[config.mk]
export PLATFORM = sky130hd
export DESIGN_NAME = aes_ct_buffer
export DESIGN_NICKNAME = d
export VERILOG_FILES = /design/src/rtl/aes_ct_buffer.sv
export SDC_FILE = /design/constraint.sdc
export NUM_CORES = 1
export LEC_CHECK = 0
export ABC_AREA = 1
export BUFFER_PORTS_ARGS = -buffer_cell sky130_fd_sc_hd__buf_2
export CAP_MARGIN = 10
export CORE_ASPECT_RATIO = 1.5
export CORE_MARGIN = 2
export CORE_UTILIZATION = 40
export DETAILED_ROUTE_END_ITERATION = 8
export GPL_ROUTABILITY_DRIVEN = 0
export HOLD_SLACK_MARGIN = 0.15
export SLEW_MARGIN = 20
export SYNTH_ARGS = -nofsm -noshare
export SYNTH_HDL_FRONTEND = slang
export SYNTH_SLANG_ARGS = --single-unit
[constraint.sdc]
create_clock -name clk_i -period 12.7 [get_ports clk_i]
set_input_delay 2.54 -clock clk_i [delete_from_list [all_inputs] [get_ports clk_i]]
set_output_delay 2.54 -clock clk_i [all_outputs]
set_load 0.03 [all_outputs]
[src/rtl/aes_ct_buffer.sv]
// Ciphertext capture FIFO between the AES-192 core output and the register read path.
// Optional macro AES_CT_BUF_DEBUG_FLUSH_EN: debug_mode_i flushes the FIFO and blocks captures and reads.
module aes_ct_buffer #(
  parameter int DEPTH = 4,
  parameter int LVL_W = $clog2(DEPTH) + 1
) (
  input  logic             clk_i,
  input  logic             rst_i,
  input  logic [127:0]     ct_i,
  input  logic             ct_valid_i,
  input  logic             rd_req_i,
  input  logic             lock_i,
  input  logic             clr_i,
  input  logic             debug_mode_i,
  output logic [31:0]      rd_data_o,
  output logic             rd_valid_o,
  output logic             rd_err_o,
  output logic [LVL_W-1:0] level_o,
  output logic             empty_o,
  output logic             full_o,
  output logic             overflow_o
);

  localparam int PW = $clog2(DEPTH);
  localparam logic [LVL_W-1:0] FULL_LVL = LVL_W'(DEPTH);

  logic [127:0]     mem [DEPTH];
  logic [PW-1:0]    wr_ptr;
  logic [PW-1:0]    rd_ptr;
  logic [1:0]       wsel;
  logic [LVL_W-1:0] level_q;
  logic             vld_q;
  logic             overflow_q;

  logic        flush;
  logic        cap;
  logic        rd_ok;
  logic        pop;
  logic        cap_ok;
  logic        cap_drop;
  logic [31:0] head_word;

`ifdef AES_CT_BUF_DEBUG_FLUSH_EN
  // Debug mode acts as a continuous flush so ciphertext cannot be pulled out.
  assign flush = clr_i | debug_mode_i;
`else
  logic unused_debug_mode;
  assign unused_debug_mode = debug_mode_i;
  assign flush = clr_i;
`endif

  assign empty_o    = (level_q == '0);
  assign full_o     = (level_q == FULL_LVL);
  assign level_o    = level_q;
  assign overflow_o = overflow_q;

  assign cap    = ct_valid_i & ~vld_q;
  assign rd_ok  = rd_req_i & ~empty_o & ~lock_i & ~flush;
  assign pop    = rd_ok & (wsel == 2'd3);
  // A final-word pop frees a slot in the same cycle, so a full FIFO can still accept.
  assign cap_ok   = cap & ~flush & (~full_o | pop);
  assign cap_drop = cap & ~flush & full_o & ~pop;

  assign head_word = mem[rd_ptr][32*wsel +: 32];

  always_ff @(posedge clk_i) begin
    if (cap_ok) begin
      mem[wr_ptr] <= ct_i;
    end
  end

  always_ff @(posedge clk_i or posedge rst_i) begin
    if (rst_i) begin
      vld_q      <= 1'b0;
      wr_ptr     <= '0;
      rd_ptr     <= '0;
      wsel       <= 2'd0;
      level_q    <= '0;
      overflow_q <= 1'b0;
      rd_data_o  <= 32'd0;
      rd_valid_o <= 1'b0;
      rd_err_o   <= 1'b0;
    end else begin
      vld_q      <= ct_valid_i;
      rd_valid_o <= rd_ok;
      rd_err_o   <= rd_req_i & ~rd_ok;
      rd_data_o  <= rd_ok ? head_word : 32'd0;
      if (flush) begin
        wr_ptr     <= '0;
        rd_ptr     <= '0;
        wsel       <= 2'd0;
        level_q    <= '0;
        overflow_q <= 1'b0;
      end else begin
        if (cap_ok) begin
          wr_ptr <= wr_ptr + 1'b1;
        end
        if (rd_ok) begin
          wsel <= wsel + 2'd1;
        end
        if (pop) begin
          rd_ptr <= rd_ptr + 1'b1;
        end
        level_q <= level_q + LVL_W'(cap_ok) - LVL_W'(pop);
        if (cap_drop) begin
          overflow_q <= 1'b1;
        end
      end
    end
  end

endmodule
# After elaboration in Yosys (flattened, before gate mapping)
# Memory sizes are Yosys's and may differ from the RTL's.
# Cells that the tools add are included.
# classes
shift,1
addsub,5
muxes,12
n_eq_ne,2
reduce_logical,5
bitwise_logic,18
# op_table
op,n
$shiftx 128x8->32,1
$mux 32,1
$mux 2,6
$and 1x1->1,10
$reduce_bool 2->1,4
$not 1->1,7
$add 2x1->2 const B,3
$mux 1,4
$add 3x1->3,1
$eq 3x3->1 const B,1
$logic_not 3->1,1
$mux 3,1
$sub 3x1->3,1
$eq 2x2->1 const B,1
$or 1x1->1,1
# word_totals
input_bits,135
elab_cells,53
out_inout_bits,40
n_memories,1
mem_bits_rw,512
regBits,45
# memory_table
memory,depth,word_bits,rd,rd_clocked_by_memory_dff,wr,line,text
mem,4,128,1,0,1,27,logic [127:0] mem [DEPTH];

# Longest topological paths before layout
# Gate-level depths: netlist of the first run.
# logic_depth
depth_word,11
depth_mapped,11
depth_no_buf,11

# Least setup slack after synthesis of the first run
# OpenSTA, ideal clock, no wires.
# synth_path
path_kind,input -> register
start,input rd_req_i
end,"memory mem[0][0], enable pin"
required_time_ns,12.083
setup_time_ns,0.617
path_buffers,0
arrival_time_ns,8.458
path_stages,6
slack_ns,3.625
cell_sequence,inv_1 -> nor2_1 -> nand4_1 -> nand2_1 -> nand2_2 -> nor2_1
# synth_via
elab_chain_cells,8
# synth_lines
item,line,text
"start, declared",11,"input logic rd_req_i,"
$and 1x1->1 (3 in a row),58,assign rd_ok = rd_req_i & ~empty_o & ~lock_i & ~flush;
$and 1x1->1,59,assign pop = rd_ok & (wsel == 2'd3);
$or 1x1->1,61,assign cap_ok = cap & ~flush & (~full_o | pop);
$and 1x1->1,61,
$mux 1,67,if (cap_ok) begin
$mux 1 (implied by the code),68,mem[wr_ptr] <= ct_i;
"end, declared",27,
# Every way passes these cells.

# Worst setup path after layout of the first run
# layout_path
start,input clr_i
end,"memory mem[3][85], enable pin"
# layout_via
elab_chain_cells,7
word_cells_on_any_way,8
classes_between,mux: 2; bitwise: 6
# layout_lines
item,line,text
"start, declared",13,"input logic clr_i,"
$not 1->1 *,"58, 61",
$and 1x1->1,58,
$and 1x1->1,59,
$or 1x1->1,61,
$and 1x1->1 *,61,
$mux 1 *,67,
$mux 1 (implied by the code) *,68,
# Every way passes the cells marked *; elsewhere a longest branch is shown, timed or not.

==> results of run 1 <==
-- registers in the layout (all words and copies together), names as in the netlist --
signal,count
wsel,2
overflow_o,1
rd_data_o,32
rd_ptr,2
rd_err_o,1
vld_q,1
level_o,3
wr_ptr,2
mem,512
rd_valid_o,1
-- final cells by class --
cell class	count	area share, %
sequential	557	65.8
clock buffer	71	5.96
antenna	9	0.0898
timing repair buffer	194	4.15
tap	695	3.47
inverter	18	0.294
clock inverter	27	0.978
multi-input combinational	1109	19.2
-- synth_stat cells (all sizes together) --
cell type / n
edfxtp: 512
buf: 92
nand2: 593
nand4: 2
nand3: 359
ha: 6
fa: 1
nor2: 77
clkbuf: 16
inv: 17
xnor2: 1
xor2: 1
a21oi: 64
clkinv: 1
dfrtp: 45
o21ai: 5
-- per-layer routing --
metal  up-vias  part of all wire (%)  GRT usage (%)  wire [um]
met1      7033                    38           24.6      22500
met5         -                  0.16              0         96
met4        14                   4.6           9.61       2730
li1       6571                     -              -          -
met3       134                   6.2           4.56       3650
met2       469                    51           35.2      29600
-- cell families after synthesis --
logic type	Yosys count	synth area share, %
adder cells (fa/ha/maj)	7	0.432
AND/OR/NAND/NOR	1031	19.7
buffers and inverters	126	3.17
AO/OA/AOI/OAI	69	1.57
XOR/XNOR	2	0.0797
flip-flops	557	75.0
-- power breakdown --
part / switching (W) / internal, W
clock: 0.000665 / 0.000905
sequential: 0.00000602 / 0.00203
combinational: 0.0000724 / 0.0000312
total: 0.000744 / 0.00296
-- worst max-delay path, stage by stage --
cell     delay (ns)
buf_2          0.15
inv_2          0.12
nand2_1        0.06
nor2_1         0.34
nand2_2        0.25
nor2_4         0.62
buf_4          0.84
buf_4          0.81
-- worst min path at each step --
stage	to	cells after the start
global route	overflow_o	2
detailed placement	overflow_o	2
CTS	overflow_o	2
finish	overflow_o	2
floorplan	wr_ptr[1]	2
global placement	overflow_o	2
-- placed cells by master, fill, tap and decap left out, types with 2 or more instances in the layout --
cell type and n:
buf_2 173, edfxtp_1 512, clkinv_2 12, dfrtp_1 41, dfrtp_4 2, clkinvlp_4 2, clkbuf_16 54, ha_1 6
buf_4 19, a21oi_1 64, nand3_1 359, clkbuf_1 9, o21ai_0 5, clkinv_1 8, clkbuf_8 8, nor2_1 72
nor2_4 5, bufinv_16 4, dfrtp_2 2, diode_2 9, inv_2 4, nand4_1 2, nand2_1 592, inv_1 12
-- through the flow --
| stage | setup WS (ns) | area [um2] |
|---|---|---|
| after floorplan | 3.63 | 22000 |
| after global placement | 6.40 | 23300 |
| after detailed placement | 6.40 | 23300 |
| after CTS | 7.02 | 25100 |
| after global routing | 6.83 | 25100 |
| final | 7.04 | 25100 |
==> results_tabular.tex, run 1 <==
\begin{tabular}{lr}
\hline
Metric & Value \\
\hline
\multicolumn{2}{l}{\textbf{Global route}} \\
Via count of the first global-routing pass & approximately 14000 \\
Number of antenna violations at the first check in global routing & 28 \\
Pin count of the biggest net entering global routing & $\sim$130 \\
Total track usage & 20.5\% \\
Wire length of the first global-routing pass & roughly 86000 um \\
Overall overflow remaining after global route & 0 \\
\multicolumn{2}{l}{\textbf{Worst setup path}} \\
Crit path from & clr\_i \\
Critical path capture point type & flip-flop \\
Arr. time, crit path & 5.87 ns \\
Worst reg2reg setup slack & 8.07 ns \\
Kind of start point of the critical path & input port \\
Worst Path Class, Setup & input port to flip-flop \\
CP Data Required Time & 12.91 ns \\
Worst reg2reg path endpoint & mem[3][85] \\
Critical Path Sink & mem[3][85] \\
Number of cell instances on the worst register-to-register path & 8 \\
Launching point of the worst reg2reg path & wsel[1] \\
Maximum fanout encountered on the critical timing path & between 50 and 60 \\
\multicolumn{2}{l}{\textbf{Synthesis}} \\
Syn\_area\_per\_cell & 12.3 um2 \\
Fraction of post-synthesis cell area in the top cell type by area & a little over two thirds \\
Nets in the synthesized netlist & between 1500 and 2000 \\
Leading cell types by total area after synthesis & edfxtp\_1, nand2\_1, nand3\_1, dfrtp\_1, a21oi\_1 \\
Cell count after synthesis & roughly 1800 \\
Netlist area before placement & 0.0220 mm2 \\
Sequential share of the synthesized area & about three quarters \\
Yosys cell types & 23 \\
Flip-flop and latch count after synthesis & 557 \\
Cell accounting for the most synthesized area & edfxtp\_1 \\
Warnings, synthesis & 0 \\
\multicolumn{2}{l}{\textbf{Timing}} \\
Peak clock frequency supported by timing & 177 MHz \\
Unrepaired setup endpoints after global routing & false \\
Final-report max-slew violation count & 0 \\
Minimum period implied by the final worst setup slack & about 5.7 ns \\
Period utilization & 44.5\% \\
Hold Worst Slack & approximately 0.50 ns \\
Worst setup skew after layout & 0.0246 ns \\
Worst-case headroom to the max-slew limit & between 20\% and 30\% \\
Post-route setup TNS & 0 ns \\
Final Hold Viols & 0 \\
Tightest Pin Transition & 1.10 ns \\
Number of endpoints failing setup at the final stage & 0 \\
\multicolumn{2}{l}{\textbf{Final layout}} \\
Number of cells in the finished layout apart from fillers & between 2000 and 3000 \\
Layout fillers & between 4000 and 5000 \\
Final core utilization & between 40 and 50\% \\
Area used by multi-input combinational logic & between 0.004 and 0.005 mm2 \\
Sequential standard cell area & 0.0165 mm2 \\
Net count of the finished layout & 2074 \\
Share of cells above drive strength 1 & 14.7\% \\
Area growth from synthesis to final layout & 14.0\% \\
\multicolumn{2}{l}{\textbf{Clock tree}} \\
Latest clock arrival within the worst-skew pair & 0.61 ns \\
CTS sink count & around 560 \\
Clock tree from TritonCTS & yes \\
\# hold bufs at CTS & 0 \\
Clk pin slew, worst setup/hold paths & about 0.060 ns \\
Root buffer selected by CTS & clkbuf\_16 \\
Clock H-tree levels & 2 \\
Number of setup buffers added after CTS & 0 \\
Maximum buffer depth of the clock tree & 3 \\
Number of buffers added by the clock tree synthesis step & 52 \\
Number of gates given a new drive strength after cts & 0 \\
\multicolumn{2}{l}{\textbf{Drt}} \\
Pre-antenna DRT Iters & 5 \\
Total number of vias & $\sim$14000 \\
Via-to-Cell Ratio & between 5 and 6 \\
Initial detailed-routing violation count & 1035 \\
Wirelength per Cell & 21.9 um \\
DRC viols & 0 \\
Total detailed-routing wirelength & slightly below 60000 um \\
Residual antenna-violating net count after detailed routing & 0 \\
\multicolumn{2}{l}{\textbf{Die}} \\
Initial Utilization & 40.3\% \\
Die outline area & 0.0569 mm2 \\
Die boundary height & between 200 and 300 um \\
Site row count & approximately 110 \\
Overall die width & between 150 and 200 um \\
I/O pin count & around 180 \\
Placeable core area & 0.0545 mm2 \\
\multicolumn{2}{l}{\textbf{Power}} \\
Worst VDD drop & between 0.1 and 0.15 mV \\
Power per unit of standard cell area & about 150 mW/mm2 \\
Total power of the final layout & 0.00371 W \\
Leakage power total & between 9 and 10 nW \\
\multicolumn{2}{l}{\textbf{Place}} \\
IO Port Bufs & roughly 170 \\
Detail Placement HPWL & roughly 35000 um \\
Number of placed instances with taps included & 2573 \\
\multicolumn{2}{l}{\textbf{Hold path}} \\
Min-delay worst type & flip-flop to flip-flop \\
Worst hold path startpoint & overflow\_o \\
\multicolumn{2}{l}{\textbf{Flow run}} \\
Max Cap Viol & 0 \\
\multicolumn{2}{l}{\textbf{Status}} \\
Result of the run & finished, final reports clean \\
\hline
\end{tabular}
(Power assumes the default switching activity.)
==> inputs of run 2 (changes only) <==
Clock period 12.7 ns to 5.6 ns, I/O delays scaled along.
==> results_tabular.tex, run 2 (synthesized netlist as in run 1, its figures left out) <==
\begin{tabular}{lr}
\hline
Metric & Value \\
\hline
\multicolumn{2}{l}{\textbf{Worst setup path}} \\
Worst Path Class, Setup & flip-flop to flip-flop \\
CP Data Required Time & 6.05 ns \\
Crit path largest cell delay & just over 1 ns \\
Levels on crit path & 8 \\
Kind of start point of the critical path & flip-flop \\
Arr. time, crit path & $\sim$3.7 ns \\
Critical-path top delay cell & dfrtp\_4 \\
CP bufs+invs & 2 \\
Critical Path Sink & rd\_data\_o[28] \\
Worst reg2reg path endpoint & rd\_data\_o[28] \\
Worst reg2reg setup slack & roughly 2.4 ns \\
Cell class contributing the biggest share of worst-path delay & simple AND/OR/NAND/NOR gates \\
Launching point of the worst reg2reg path & rd\_ptr[0] \\
Critical path capture point type & flip-flop \\
Cell Chain, Critical Path & inv\_6 > buf\_4 > nand2\_1 > nand3\_1 > nand3\_1 > nand2\_1 > nor2\_1 > nor2\_1 \\
Crit path from & rd\_ptr[0] \\
Maximum fanout encountered on the critical timing path & about 110 \\
Number of cell instances on the worst register-to-register path & 8 \\
\multicolumn{2}{l}{\textbf{Timing}} \\
Unrepaired setup endpoints after global routing & false \\
Final Hold Viols & 0 \\
Number of endpoints failing setup at the final stage & 0 \\
Final-report max-slew violation count & 0 \\
Worst-case headroom to the max-slew limit & 26.3\% \\
Worst setup skew after layout & between 0.02 and 0.03 ns \\
Minimum period implied by the final worst setup slack & approximately 3.2 ns \\
Peak clock frequency supported by timing & roughly 310 MHz \\
Hold Worst Slack & about 0.48 ns \\
Tightest Pin Transition & 1.11 ns \\
Period utilization & roughly 58\% \\
Post-route setup TNS & 0 ns \\
\multicolumn{2}{l}{\textbf{Drt}} \\
Initial detailed-routing violation count & between 1000 and 1500 \\
DRC viols & 0 \\
Wirelength per Cell & roughly 22 um \\
Pre-antenna DRT Iters & 5 \\
Via-to-Cell Ratio & approximately 5.2 \\
Total detailed-routing wirelength & 58900 um \\
Residual antenna-violating net count after detailed routing & 0 \\
Total number of vias & 14100 \\
\multicolumn{2}{l}{\textbf{Status}} \\
Result of the run & finished, final reports clean \\
\multicolumn{2}{l}{\textbf{Power}} \\
Share of total power in the clock network & between 40 and 50\% \\
Power per unit of standard cell area & $\sim$330 mW/mm2 \\
Total power of the final layout & roughly 0.0084 W \\
Proportion of power drawn by combinational gates & between 2 and 3\% \\
Net switching power of the design & around 0.0017 W \\
Share of total power in sequential cells & a little over half \\
Leakage power total & $\sim$9.4 nW \\
Fraction of power spent switching nets & between 10\% and 20\% \\
Worst VDD drop & 0.250 mV \\
Internal Power & 0.00674 W \\
\multicolumn{2}{l}{\textbf{Global route}} \\
Via count of the first global-routing pass & around 14000 \\
Total track usage & about a fifth \\
Overall overflow remaining after global route & 0 \\
Number of antenna violations at the first check in global routing & 24 \\
Wire length of the first global-routing pass & a little under 90000 um \\
Pin count of the biggest net entering global routing & around 110 \\
\multicolumn{2}{l}{\textbf{Clock tree}} \\
Latest clock arrival within the worst-skew pair & around 0.6 ns \\
Number of setup buffers added after CTS & 0 \\
Root buffer selected by CTS & clkbuf\_16 \\
Clock H-tree levels & 2 \\
CTS sink count & 557 \\
Maximum buffer depth of the clock tree & 3 \\
Clk pin slew, worst setup/hold paths & roughly 0.060 ns \\
Number of buffers added by the clock tree synthesis step & 53 \\
\# hold bufs at CTS & 0 \\
Clock tree from TritonCTS & yes \\
Number of gates given a new drive strength after cts & 0 \\
\multicolumn{2}{l}{\textbf{Final layout}} \\
Area growth from synthesis to final layout & 14.6\% \\
Flip-flop count of the largest register, all copies and words added & roughly 510 \\
Most flops, register & mem \\
Commonest cells after routing, fill and taps aside & nand2\_1, edfxtp\_1, nand3\_1 \\
Share of cells above drive strength 1 & about 15\% \\
Layout fillers & approximately 4700 \\
Most common library cell in the layout ignoring fill and taps & nand2\_1 \\
Number of cells in the finished layout apart from fillers & between 2000 and 3000 \\
Final core utilization & a little under half \\
Net count of the finished layout & $\sim$2100 \\
\multicolumn{2}{l}{\textbf{Die}} \\
I/O pin count & 175 \\
Initial Utilization & between 40\% and 50\% \\
Placeable core area & 0.0545 mm2 \\
Die outline area & roughly 0.057 mm2 \\
Overall die width & around 200 um \\
Die boundary height & 291 um \\
Site row count & 105 \\
\multicolumn{2}{l}{\textbf{Place}} \\
IO Port Bufs & between 150 and 200 \\
Number of placed instances with taps included & roughly 2600 \\
Detail Placement HPWL & 35300 um \\
\multicolumn{2}{l}{\textbf{Hold path}} \\
Min-delay worst type & flip-flop to flip-flop \\
\multicolumn{2}{l}{\textbf{Flow run}} \\
Max Cap Viol & 0 \\
\hline
\end{tabular}
## run 2: how the worst min path moves through the flow
stage / cells past startpoint / to / slack (ns) / startpoint
CTS: 2 / overflow_o / 0.48 / overflow_o
floorplan: 2 / wr_ptr[1] / 0.52 / wr_ptr[1]
global route: 2 / overflow_o / 0.53 / overflow_o
finish: 2 / overflow_o / 0.48 / overflow_o
detailed placement: 2 / overflow_o / 0.47 / overflow_o
global placement: 2 / overflow_o / 0.47 / overflow_o
## run 2: layer usage
metal  up-vias  share of wire, %  track usage [%]
li1       6575                 -                -
met1      6930                39             26.0
met2       481                51             35.2
met3       104               6.2             3.60
met4        10               3.0             8.55
met5         -             0.088                0
## run 2: per-stage QoR
stage	worst slack [ns]	instance area, um2
final	2.36	25200
after global routing	2.12	25200
after CTS	2.30	25200
after detailed placement	1.97	23400
after global placement	1.99	23400
after floorplan	-2.05	22000
## run 2: final cells by class
cell class | instances | area, um2 | area share, %
flip-flops and latches | 557 | 16500 | 65.5
clock inverters | 22 | 185 | 0.735
well taps | 695 | 870 | 3.45
diodes | 8 | 20.0 | 0.0795
inverters | 18 | 73.8 | 0.293
clock buffers | 78 | 1560 | 6.20
multi-input cells | 1109 | 4820 | 19.1
repair buffers | 199 | 1150 | 4.56
## run 2: power by group through the flow
stage	Sequential, W	Clock, W	Combinational [W]
finish	0.00461	0.00357	0.000236
global placement	0.00470	0	0.000231
CTS	0.00461	0.00362	0.000240
floorplan	0.00472	0	0.0000892
global route	0.00461	0.00379	0.000263
detailed placement	0.00470	0	0.000239
## run 2: tightest hold or removal path, delay by kind of cell, from the launching register on
family           cells  cell delay (ns)
DFF                  1             0.34
and+or+nand+nor      2             0.10
